File: config.mk
export PLATFORM = sky130hd
export DESIGN_NAME = ce_stream_sched
export DESIGN_NICKNAME = d
export VERILOG_FILES = /design/src/rtl/ce_pkg.sv /design/src/rtl/ce_tag_fifo.sv /design/src/rtl/ce_stream_sched.sv
export SDC_FILE = /design/constraint.sdc
export NUM_CORES = 1
export LEC_CHECK = 0
export CAP_MARGIN = 20
export CORE_ASPECT_RATIO = 2
export CORE_MARGIN = 2
export CORE_UTILIZATION = 40
export DETAILED_ROUTE_END_ITERATION = 10
export DONT_BUFFER_PORTS = 1
export SLEW_MARGIN = 25
export SYNTH_ARGS = -nofsm -noshare
export SYNTH_HDL_FRONTEND = slang
export SYNTH_SLANG_ARGS = --single-unit
File: constraint.sdc
create_clock -name clk -period 6.2 [get_ports clk]
set_input_delay 1.24 -clock clk [delete_from_list [all_inputs] [get_ports clk]]
set_output_delay 1.24 -clock clk [all_outputs]
set_load 0.05 [all_outputs]
File: src/rtl/ce_pkg.sv
// ce_pkg: shared state type, error code and default widths for the CE stream scheduler
package ce_pkg;
  typedef enum logic {IDLE, XFER} state_t;
  localparam logic [1:0] CE_ERR_LEN = 2'b01;
  localparam int W_DATA_DEF = 16;
  localparam int W_PTS_DEF = 12;
  localparam int MAX_INFLIGHT_DEF = 4;
endpackage

File: src/rtl/ce_tag_fifo.sv
// ce_tag_fifo: 1-bit channel tag FIFO, depth DEPTH (power of 2), push+pop in one cycle allowed
//   i_push/i_din write a tag, i_pop retires the head, o_empty/o_head expose FIFO state
module ce_tag_fifo #(
  parameter int DEPTH = 4
) (
  input  logic clk,
  input  logic rst,
  input  logic i_push,
  input  logic i_pop,
  input  logic i_din,
  output logic o_empty,
  output logic o_head
);
  localparam int AW = $clog2(DEPTH);
  logic [DEPTH-1:0] r_mem;
  logic [AW:0] r_wp, r_rp;
  always_ff @(posedge clk or posedge rst)
    if (rst) begin
      r_mem <= '0;
      r_wp <= '0;
      r_rp <= '0;
    end else begin
      if (i_push) r_mem[r_wp[AW-1:0]] <= i_din;
      r_wp <= r_wp + {{AW{1'b0}}, i_push};
      r_rp <= r_rp + {{AW{1'b0}}, i_pop};
    end
  assign o_empty = r_wp == r_rp;
  assign o_head = r_mem[r_rp[AW-1:0]];
endmodule

File: src/rtl/ce_stream_sched.sv
// ce_stream_sched: packet round-robin scheduler sharing one CE chain between two symbol streams
//   s0_*/s1_*   : requester beat streams (valid/ready, sop/eop, real/imag)
//   m_*         : granted stream forwarded to the CE sink, m_error flags length mismatch
//   ret_*       : read-only tap of the CE source handshake, eop beats retire frames
//   chan_out/chan_vld : channel tag of the frame leaving CE
//   busy, err_len, err_sync, err_orphan : status and single-cycle error pulses
module ce_stream_sched
  import ce_pkg::*;
#(
  parameter int W_DATA = W_DATA_DEF,
  parameter int MAX_INFLIGHT = MAX_INFLIGHT_DEF,
  parameter int W_PTS = W_PTS_DEF
) (
  input  logic              clk,
  input  logic              rst,
  input  logic              s0_valid,
  input  logic              s1_valid,
  output logic              s0_ready,
  output logic              s1_ready,
  input  logic              s0_sop,
  input  logic              s1_sop,
  input  logic              s0_eop,
  input  logic              s1_eop,
  input  logic [W_DATA-1:0] s0_real,
  input  logic [W_DATA-1:0] s1_real,
  input  logic [W_DATA-1:0] s0_imag,
  input  logic [W_DATA-1:0] s1_imag,
  input  logic [W_PTS-1:0]  fftpts_in,
  output logic              m_valid,
  input  logic              m_ready,
  output logic              m_sop,
  output logic              m_eop,
  output logic [1:0]        m_error,
  output logic [W_DATA-1:0] m_real,
  output logic [W_DATA-1:0] m_imag,
  input  logic              ret_valid,
  input  logic              ret_ready,
  input  logic              ret_eop,
  output logic              chan_out,
  output logic              chan_vld,
  output logic              busy,
  output logic              err_len,
  output logic              err_sync,
  output logic              err_orphan
);
  localparam int IW = $clog2(MAX_INFLIGHT) + 1;
  state_t r_state;
  logic r_gnt, r_rr_last;
  logic [W_PTS-1:0] r_pts, r_cnt;
  logic [IW-1:0] r_inflight;
  logic w_xfer, w_req0, w_req1, w_grant, w_sel, w_drop0, w_drop1;
  logic w_sv, w_ssop, w_seop, w_last, w_beat, w_ret, w_pop, w_empty, w_head;
  logic [W_DATA-1:0] w_sreal, w_simag;
  assign w_xfer = r_state == XFER;
  assign w_req0 = s0_valid && s0_sop;
  assign w_req1 = s1_valid && s1_sop;
  assign w_grant = !w_xfer && (w_req0 || w_req1) && r_inflight < IW'(MAX_INFLIGHT);
  assign w_sel = (w_req0 && w_req1) ? !r_rr_last : w_req1;
  // mid-packet beats seen while idle are orphaned and flushed
  assign w_drop0 = !w_xfer && s0_valid && !s0_sop;
  assign w_drop1 = !w_xfer && s1_valid && !s1_sop;
  assign w_sv = r_gnt ? s1_valid : s0_valid;
  assign w_ssop = r_gnt ? s1_sop : s0_sop;
  assign w_seop = r_gnt ? s1_eop : s0_eop;
  assign w_sreal = r_gnt ? s1_real : s0_real;
  assign w_simag = r_gnt ? s1_imag : s0_imag;
  assign w_last = r_cnt == r_pts - W_PTS'(1);
  assign m_valid = w_xfer && w_sv;
  assign w_beat = m_valid && m_ready;
  assign m_sop = m_valid && w_ssop && r_cnt == '0;
  // the packet is closed at the expected length even if the source keeps going
  assign m_eop = m_valid && (w_seop || w_last);
  assign m_error = (m_valid && (w_seop ^ w_last)) ? CE_ERR_LEN : 2'b00;
  assign m_real = w_xfer ? w_sreal : '0;
  assign m_imag = w_xfer ? w_simag : '0;
  assign s0_ready = w_xfer ? (!r_gnt && m_ready) : w_drop0;
  assign s1_ready = w_xfer ? (r_gnt && m_ready) : w_drop1;
  assign busy = w_xfer;
  assign w_ret = ret_valid && ret_ready && ret_eop;
  assign w_pop = w_ret && !w_empty;
  assign chan_vld = !w_empty;
  assign chan_out = !w_empty && w_head;
  ce_tag_fifo #(.DEPTH(MAX_INFLIGHT)) u_fifo (
    .clk(clk), .rst(rst), .i_push(w_grant), .i_pop(w_pop), .i_din(w_sel),
    .o_empty(w_empty), .o_head(w_head)
  );
  always_ff @(posedge clk or posedge rst)
    if (rst) begin
      r_state <= IDLE;
      r_gnt <= 1'b0;
      r_rr_last <= 1'b1;
      r_pts <= '0;
      r_cnt <= '0;
      r_inflight <= '0;
      err_len <= 1'b0;
      err_sync <= 1'b0;
      err_orphan <= 1'b0;
    end else begin
      err_len <= w_beat && (w_seop ^ w_last);
      err_sync <= w_drop0 || w_drop1 || (w_beat && w_ssop && r_cnt != '0);
      err_orphan <= w_ret && w_empty;
      r_inflight <= r_inflight + IW'(w_grant) - IW'(w_pop);
      if (w_grant) begin
        r_state <= XFER;
        r_gnt <= w_sel;
        r_rr_last <= w_sel;
        r_pts <= fftpts_in;
        r_cnt <= '0;
      end else if (w_beat) begin
        r_cnt <= r_cnt + W_PTS'(1);
        if (m_eop) r_state <= IDLE;
      end
    end
endmodule

# [After elaboration in Yosys (flattened, before gate mapping)]
# Cells that the tools add are included.
[totals] word_cells=87 inputBits=88 reg_bits=43 output_inout_bits=45
[classes] n_reduce_logical=41 n_eq_ne=2 bitwise=1 magnitude_cmp=4 addsub=6 mux=21
[op_table] operator="16-bit 2-to-1 mux" n=4
[op_table] operator="1-bit logical AND" n=26
[op_table] operator="12-bit 2-to-1 mux" n=2
[op_table] operator="12-bit by 1-bit adder with 12-bit output (second input constant)" n=1
[op_table] operator="12-bit == test" n=1
[op_table] operator="12-bit zero test" n=1
[op_table] operator="1-bit 2-to-1 mux" n=12
[op_table] operator="12-bit nonzero test" n=1
[op_table] operator="12-bit by 1-bit subtractor with 12-bit output (second input constant)" n=1
[op_table] operator="3-bit by 1-bit adder with 3-bit output" n=3
[op_table] operator="1-bit zero test" n=6
[op_table] operator="2-bit by 3-bit less-than comparator with 1-bit output (second input constant)" n=2
[op_table] operator="4-bit bitwise mux" n=1
[op_table] operator="1-bit logical OR" n=4
[op_table] operator="2-bit nonzero test" n=2
[op_table] operator="3-bit == test" n=1
[op_table] operator="3-bit less-than comparator (second input constant)" n=1
[op_table] operator="3-bit by 1-bit subtractor with 3-bit output" n=1
[op_table] operator="1-bit binary-select mux with 2-bit select" n=1
[op_table] operator="1-bit demux with 2-bit select" n=1
[op_table] operator="2-bit by 1-bit >= comparator with 1-bit output (second input constant)" n=1
[op_table] operator="2-bit AND reduction" n=1
[op_table] operator="1-bit bitwise XOR" n=1

# [Depth between registers and ports, before layout]
# Gate-level depths: netlist of the first run.
[logic_depth] word_depth=7 depth_mapped=11

# [By module]
# A second synthesis of the first run with hierarchy kept.
[unflattened] cells_unflattened=324 area_unflattened_um2=3002.9
[by_module_without_submodules] module="ce_stream_sched" seq_area_each_um2=827.0 area_per_inst_um2=2555.0 cells_each=294 instances=1
[by_module_without_submodules] module="ce_tag_fifo" seq_area_each_um2=250.2 area_per_inst_um2=447.9 cells_each=30 instances=1

# [Least setup slack after synthesis of the first run]
# OpenSTA, ideal clock, no wires.
[synth_path] kind="in2out" startpoint="in s1_valid" endpoint="out m_sop" required_time_ns=4.960 arrival_time_ns=2.583 stages=3 path_slack_ns=2.377 cell_sequence="mux2_2 nand2_1 nor3_1"
[synth_between] elab_chain_cells=4
[synth_rtl] item="from (decl)" line_no="ce_stream_sched.sv:17" text="input logic s1_valid,"
[synth_rtl] item="1-bit 2-to-1 mux" line_no="ce_stream_sched.sv:62" text="assign w_sv = r_gnt ? s1_valid : s0_valid;"
[synth_rtl] item="1-bit logical AND" line_no="ce_stream_sched.sv:68" text="assign m_valid = w_xfer && w_sv;"
[synth_rtl] item="1-bit logical AND (2 in a row)" line_no="ce_stream_sched.sv:70" text="assign m_sop = m_valid && w_ssop && r_cnt == '0;"
[synth_rtl] item="to (decl)" line_no="ce_stream_sched.sv:31" text="output logic m_sop,"
# Every way passes these cells.

# [Worst setup path after layout of the first run]
[layout_path] startpoint="reg r_pts[3]" endpoint="out m_eop"
[layout_between] elab_chain_cells=4
[layout_rtl] item="from (decl)" line_no="ce_stream_sched.sv:49" text="logic [W_PTS-1:0] r_pts, r_cnt;"
[layout_rtl] item="from (signal assigned)" line_no="ce_stream_sched.sv:107" text="r_pts <= fftpts_in;"
[layout_rtl] item="12-bit by 1-bit subtractor with 12-bit output" line_no="ce_stream_sched.sv:67" text="assign w_last = r_cnt == r_pts - W_PTS'(1);"
[layout_rtl] item="12-bit == test" line_no="ce_stream_sched.sv:67"
[layout_rtl] item="1-bit logical OR" line_no="ce_stream_sched.sv:72" text="assign m_eop = m_valid && (w_seop || w_last);"
[layout_rtl] item="1-bit logical AND" line_no="ce_stream_sched.sv:72"
[layout_rtl] item="to (decl)" line_no="ce_stream_sched.sv:32" text="output logic m_eop,"
# Every way passes these cells.

==> metrics.txt, run 1 <==
clk root buf clkbuf_16; synth warn 0; hold path cells 2; grt peak-use layer met2; total number of vias roughly 2400; Leak 1.37 nW; Antenna diodes 0; die area 0.00828 mm^2; DR WL/cell between 15 and 20 um; most common cell after layout, fill and taps aside nand2_1; #FFs+latches synth 43; largest net degree at the start of global routing 44; # IOs 133; CTS tree built; Hold Crit Class reg -> reg; Fin. Hold Viols 0; CP max FO 11; NumNets Final 429; Initial Utilization 0.415; max cap viols 0; Synth Flop Type dfrtp_1; Clock Skew 0.00563 ns; initial antenna violation count 0; CP required between 4 and 5 ns; power density over the cells 577 mW/mm^2; Endpoint, Worst Hold r_rr_last; area of the multi-input gates between 0.0015 and 0.002 mm^2; GRT met3 Usage 0.0523; Fmax around 0.22 GHz; Clock Latency Late Sink about 0.29 ns; CP endpoint kind primary output; I/O Buffers 0; FP Rows 44; FF+latch area roughly 0.0011 mm^2; Fin Setup TNS 0 ns; Die Span Y 127 um; Setup violations, final 0; synth unique cells 42; Async SR Flop Fraction 1.00; met2 Resource Use GR 0.351; WS Path Type reg -> out; share of layout cells above drive strength 1 0.0634; max_slew headroom 0.334; r2r endpoint busy; Sinks on Clock Net 43; TritonCTS Buffers 5; Area contributors post-synth dfrtp_1 35%, mux2i_1 12%, nor2b_1 7.1%, nand2_1 6.4%, xnor2_1 5.8%; Yosys top cell by area dfrtp_1; area delta synth->final 7.35%; Slew @ Worst Pin 0.995 ns; Worst Hold Launch r_rr_last; status finished clean; Final Routed Wirelength 7.12 mm; Tmin final roughly 4.4 ns; first-pass GRT wire length 10.9 mm; commonest non-fill, non-tap cells in the layout 51 x nand2_1, 41 x dfrtp_1, 35 x mux2i_1; R2R Setup Slk 2.83 ns; DR vias/cell 5.70; DR iter-0 viols just over 70; final clock period utilization by the worst path 0.717; global route overflow 0; Mapped Cells 341; Reg2Reg Depth 9; DP Wirelength 5.63 mm; Max IR drop VDD 0.196 mV; H-tree Lvls 2; Final ANT Viol Nets 0; Core Box Area 0.00727 mm^2; RSZ-0062 raised after global routing no; register area share after synthesis 0.358; nature of the critical path startpoint flop; CP Data Arrival Time roughly 3.2 ns; CTS resizes 0; RD Place Congestion roughly 0.87; DR pass1 iterations 4; Die W approximately 65 um; fin cells 423; Worst-path clk slew 0.06 ns; fillcell total ~750; clock buffer depth 2; Post-CTS Setup Repair Bufs 0; GRT Overall Usage 0.171; placed insts ~420; Mapped Avg Cell Area between 8 and 9 um^2; Residual DRC 0; origin of the critical flop-to-flop path r_pts[3]; Netlist Area Pre-Place 0.00301 mm^2; Post-synth EDFFs 0; max-slew violations 0; vias in the first global route 2379; met1 GRT Util 0.138; Mapped Nets 440; post-synth top area share 0.349; Post-CTS Hold Fix Bufs 0
==> how the worst max path moves through the flow <==
| stage | start | end | slack [ns] | cells past startpoint |
|---|---|---|---|---|
| after floorplan | s1_valid | m_sop | 2.38 | 3 |
| after global placement | r_pts[3] | m_eop | 2.08 | 7 |
| after detailed placement | r_pts[3] | m_eop | 1.99 | 7 |
| after CTS | r_pts[3] | m_eop | 1.69 | 7 |
| after global routing | r_pts[3] | m_eop | 1.47 | 7 |
| final | r_pts[3] | m_eop | 1.76 | 7 |
==> through the flow <==
stage               hold WS, ns  setup slack, ns  area [um^2]  power (mW)   util
finish                    0.458             1.76         3230        1.87  0.445
global placement          0.449             2.08         3060        1.55  0.421
global route              0.487             1.47         3230        1.99  0.445
CTS                       0.463             1.69         3230        1.88  0.445
floorplan                 0.439             2.38         3010        1.44      -
detailed placement        0.452             1.99         3060        1.57  0.421
==> cells in the mapped netlist (2+ instances only) <==
cell / count
a21o_1: 2
a21oi_1: 4
a31oi_1: 5
and2_1: 4
and3_1: 2
buf_1: 3
buf_2: 5
clkbuf_1: 10
dfrtp_1: 42
ha_1: 10
inv_1: 14
mux2_2: 5
mux2i_1: 35
nand2_1: 51
nand2b_1: 4
nand3_1: 10
nand3b_1: 2
nand4_1: 5
nand4b_1: 2
nor2_1: 14
nor2b_1: 34
nor3_1: 10
nor4_1: 10
o211ai_1: 2
o21ai_0: 12
or3_1: 4
xnor2_1: 20
xor2_1: 6
==> report_power, final <==
part / total (mW) / leakage [nW] / switching [mW] / internal (mW)
sequential: 0.565 / 0.549 / 0.185 / 0.380
combinational: 0.985 / 0.733 / 0.684 / 0.301
clock: 0.316 / 0.0875 / 0.113 / 0.202
total: 1.87 / 1.37 / 0.983 / 0.883
==> logic make-up after synthesis <==
| logic type | Yosys count | share of synthesized area |
|---|---|---|
| DFF | 43 | 0.358 |
| muxes | 41 | 0.142 |
| buffers and inverters | 34 | 0.0482 |
| adders and majority gates | 11 | 0.0482 |
| and+or+nand+nor | 154 | 0.262 |
| xor gates and xnor gates | 26 | 0.0756 |
| AOI/OAI and AO/OA | 31 | 0.0652 |
| other | 1 | 0.00124 |
==> metal layers <==
metal | wire [um] | share of wire
met1 | 2310 | 0.32
met2 | 3990 | 0.56
met3 | 644 | 0.090
met4 | 180 | 0.025
met5 | 0 | 0
==> critical path, stage by stage (launching register included) <==
cell       delay, ns
dfrtp_1         0.49
nor4_1          0.73
nand3_1         0.20
mux2i_1         0.17
a2bb2oi_1       0.16
nand4_1         0.18
ha_1            0.23
nor2_1          0.76
==> flip-flops by register name, indices dropped and copies added (netlist names) <==
name,flops
busy,1
err_sync,1
r_rr_last,1
err_orphan,1
r_cnt,12
r_pts,12
r_inflight,3
err_len,1
u_fifo.r_rp,3
u_fifo.r_wp,3
u_fifo.r_mem,4
r_gnt,1
==> cell type report <==
class,instances,area share
multi-input cells,264,0.555
flip-flops and latches,43,0.333
clock buffers,6,0.0429
well taps,92,0.0356
inverters,14,0.0162
clock inverters,2,0.0120
repair buffers,2,0.00464
No activity file was read; power rests on OpenSTA's default activity.
==> run 2, diff against run 1 <==
clock period = 4.2 ns   (was 6.2 ns; I/O delays follow)
==> run 2 against run 1 <==
Clock power grew 24%. Highest routed layer unchanged. Critical path depth is the same. Critical endpoint is now m_error[0]. Design area down 0.66%. Routed wire length down 0.38%. Register-to-register slack got worse by 1.7 ns.
==> metrics.txt, run 2 (synthesized netlist as in run 1, its figures left out) <==
status finished clean (unchanged); Sw Pwr 1.45 mW (was 0.983 mW); # IOs 133 (unchanged); DR WL/cell 16.7 um (was 16.8 um); Core Box Area 0.00727 mm^2 (unchanged); most common cell after layout, fill and taps aside nand2_1 (unchanged); CP Data Arrival Time 3.07 ns (was 3.20 ns); worst stage delay on the critical path 0.75 ns (was 0.76 ns); total number of vias 2374 (was 2411); CP required 3.36 ns (was 4.96 ns); CP Cell Sequence nor4_1, nand2_1, o41ai_1, o31a_1, nand4_1, ha_1, and3_1 (was nor4_1, nand3_1, mux2i_1, a2bb2oi_1, nand4_1, ha_1, nor2_1); initial antenna violation count 0 (unchanged); clk root buf clkbuf_16 (unchanged); max cap viols 0 (unchanged); Sinks on Clock Net 43 (unchanged); Final Power 2.68 mW (was 1.87 mW); design area 0.00321 mm^2 (was 0.00323 mm^2); CTS tree built (unchanged); TritonCTS Buffers 5 (unchanged); origin of the critical flop-to-flop path r_pts[3] (unchanged); Clock Skew 0.00610 ns (was 0.00563 ns); commonest non-fill, non-tap cells in the layout 51 x nand2_1, 41 x dfrtp_1, 35 x mux2i_1 (unchanged); placed insts 416 (was 415); DP Wirelength 5.64 mm (was 5.63 mm); Largest regs r_cnt: 12 flops, r_pts: 12 flops, u_fifo.r_mem: 4 flops (unchanged); Hold Crit Class reg -> reg (unchanged); R2R Setup Slk 1.16 ns (was 2.83 ns); DR vias/cell 5.60 (was 5.70); worst hold slack 0.467 ns (was 0.458 ns); NumNets Final 430 (was 429); Initial Utilization 0.415 (unchanged); combinational group share of total power 0.542 (was 0.528); CP endpoint kind primary output (unchanged); Final ANT Viol Nets 0 (unchanged); Fmax 0.256 GHz; power density over the cells 834 mW/mm^2 (was 577 mW/mm^2); switch share 0.541 (was 0.527); Final Routed Wirelength 7.10 mm (was 7.12 mm); first-pass GRT wire length 10.9 mm (about the same); P_int 1.23 mW (was 0.883 mW); DR iter-0 viols 81 (was 71); Residual DRC 0 (unchanged); Worst-path clk slew 0.06 ns (about the same); Slew @ Worst Pin 0.980 ns (was 0.995 ns); GRT Overall Usage 0.173 (was 0.171); FP Rows 44 (unchanged); Clock Latency Late Sink 0.30 ns (was 0.29 ns); clock buffer depth 2 (unchanged); nature of the critical path startpoint flop (unchanged); CP delay by family, top simple AND/OR/NAND/NOR gates (unchanged); Clock power frac 0.147 (was 0.169); Post-CTS Setup Repair Bufs 0 (unchanged); placed instance area 0.00306 mm^2 (about the same); Setup violations, final 0 (unchanged); fin cells 424 (was 423); Antenna diodes 0 (unchanged); H-tree Lvls 2 (unchanged); max-slew violations 0 (unchanged); vias in the first global route 2390 (was 2379); Reg2Reg Depth 8 (was 9); Die Span Y 127 um (unchanged); Post-CTS Hold Fix Bufs 0 (unchanged); r2r endpoint err_len (was busy); largest net degree at the start of global routing 44 (unchanged); RSZ-0062 raised after global routing no (unchanged); area delta synth->final 6.64% (was 7.35%); final clock period utilization by the worst path 0.932; global route overflow 0 (unchanged); RD Place Congestion 0.849 (was 0.870); CP max FO 11 (unchanged); Crit path depth 7 (unchanged); WP buf/inv 0 (unchanged); Die W 65.4 um (unchanged); share of layout cells above drive strength 1 0.0663 (was 0.0634); Max IR drop VDD 0.280 mV (was 0.196 mV); DR pass1 iterations 4 (unchanged); register share of total power 0.312 (was 0.303); I/O Buffers 0 (unchanged); WS Path Type reg -> out (unchanged); fillcell total 730 (was 753); Fin Setup TNS 0 ns (unchanged); die area 0.00828 mm^2 (unchanged); CTS resizes 0 (unchanged); Tmin final 3.91 ns; Fin. Hold Viols 0 (unchanged); Leak 1.35 nW (was 1.37 nW); max_slew headroom 0.345 (was 0.334); crit path launch r_pts[3] (unchanged); Worst Setup EP m_error[0] (was m_eop); Critical Path Slowest Stage Cell nor4_1 (was nor2_1)
run 2: worst min path at each step:
stage               slack (ns)       from  depth (start not counted)         to
floorplan                 0.44  r_rr_last                          2  r_rr_last
global placement          0.45  r_rr_last                          2  r_rr_last
detailed placement        0.46  r_rr_last                          2  r_rr_last
CTS                       0.47  r_rr_last                          2  r_rr_last
global route              0.48  r_rr_last                          2  r_rr_last
finish                    0.47  r_rr_last                          2  r_rr_last
run 2: power by group through the flow:
stage	clock network [mW]	registers, mW	logic (mW)
6_report	0.393	0.835	1.45
3_5_place_dp	0	0.847	1.47
2_1_floorplan	0	0.713	1.42
4_1_cts	0.406	0.840	1.47
3_3_place_gp	0	0.837	1.45
5_1_grt	0.418	0.878	1.56
run 2: layout make-up:
| type | count | area, um^2 | share of cell area |
|---|---|---|---|
| tap | 92 | 115 | 0.0358 |
| clock inverter | 3 | 23.8 | 0.00740 |
| inverter | 14 | 52.6 | 0.0164 |
| timing repair buffer | 3 | 22.5 | 0.00701 |
| clock buffer | 5 | 125 | 0.0389 |
| sequential | 43 | 1080 | 0.336 |
| multi-input combinational | 264 | 1800 | 0.559 |
run 2: through the flow:
stage | utilization | setup slack (ns)
3_5_place_dp | 0.422 | 0.593
4_1_cts | 0.442 | 0.264
6_report | 0.442 | 0.287
2_1_floorplan | - | 0.848
5_1_grt | 0.442 | 0.117
3_3_place_gp | 0.422 | 0.667
run 2: per-layer routing:
layer	part of all wire	GRT usage	up-vias	wire, um
met3	0.084	0.0452	11	594
met1	0.33	0.143	1112	2310
met5	0	0	-	0
met4	0.028	0.0895	0	199
li1	-	-	1136	-
met2	0.56	0.349	115	3990
run 2: worst reg2reg max path, stage by stage (launching register included):
cell and delay [ns]:
dfrtp_1 0.48, nor4_1 0.75, nand2_1 0.12, o41ai_1 0.27
o31a_1 0.19, nand4_1 0.15, ha_1 0.32, and3_1 0.50
and2_1 0.20
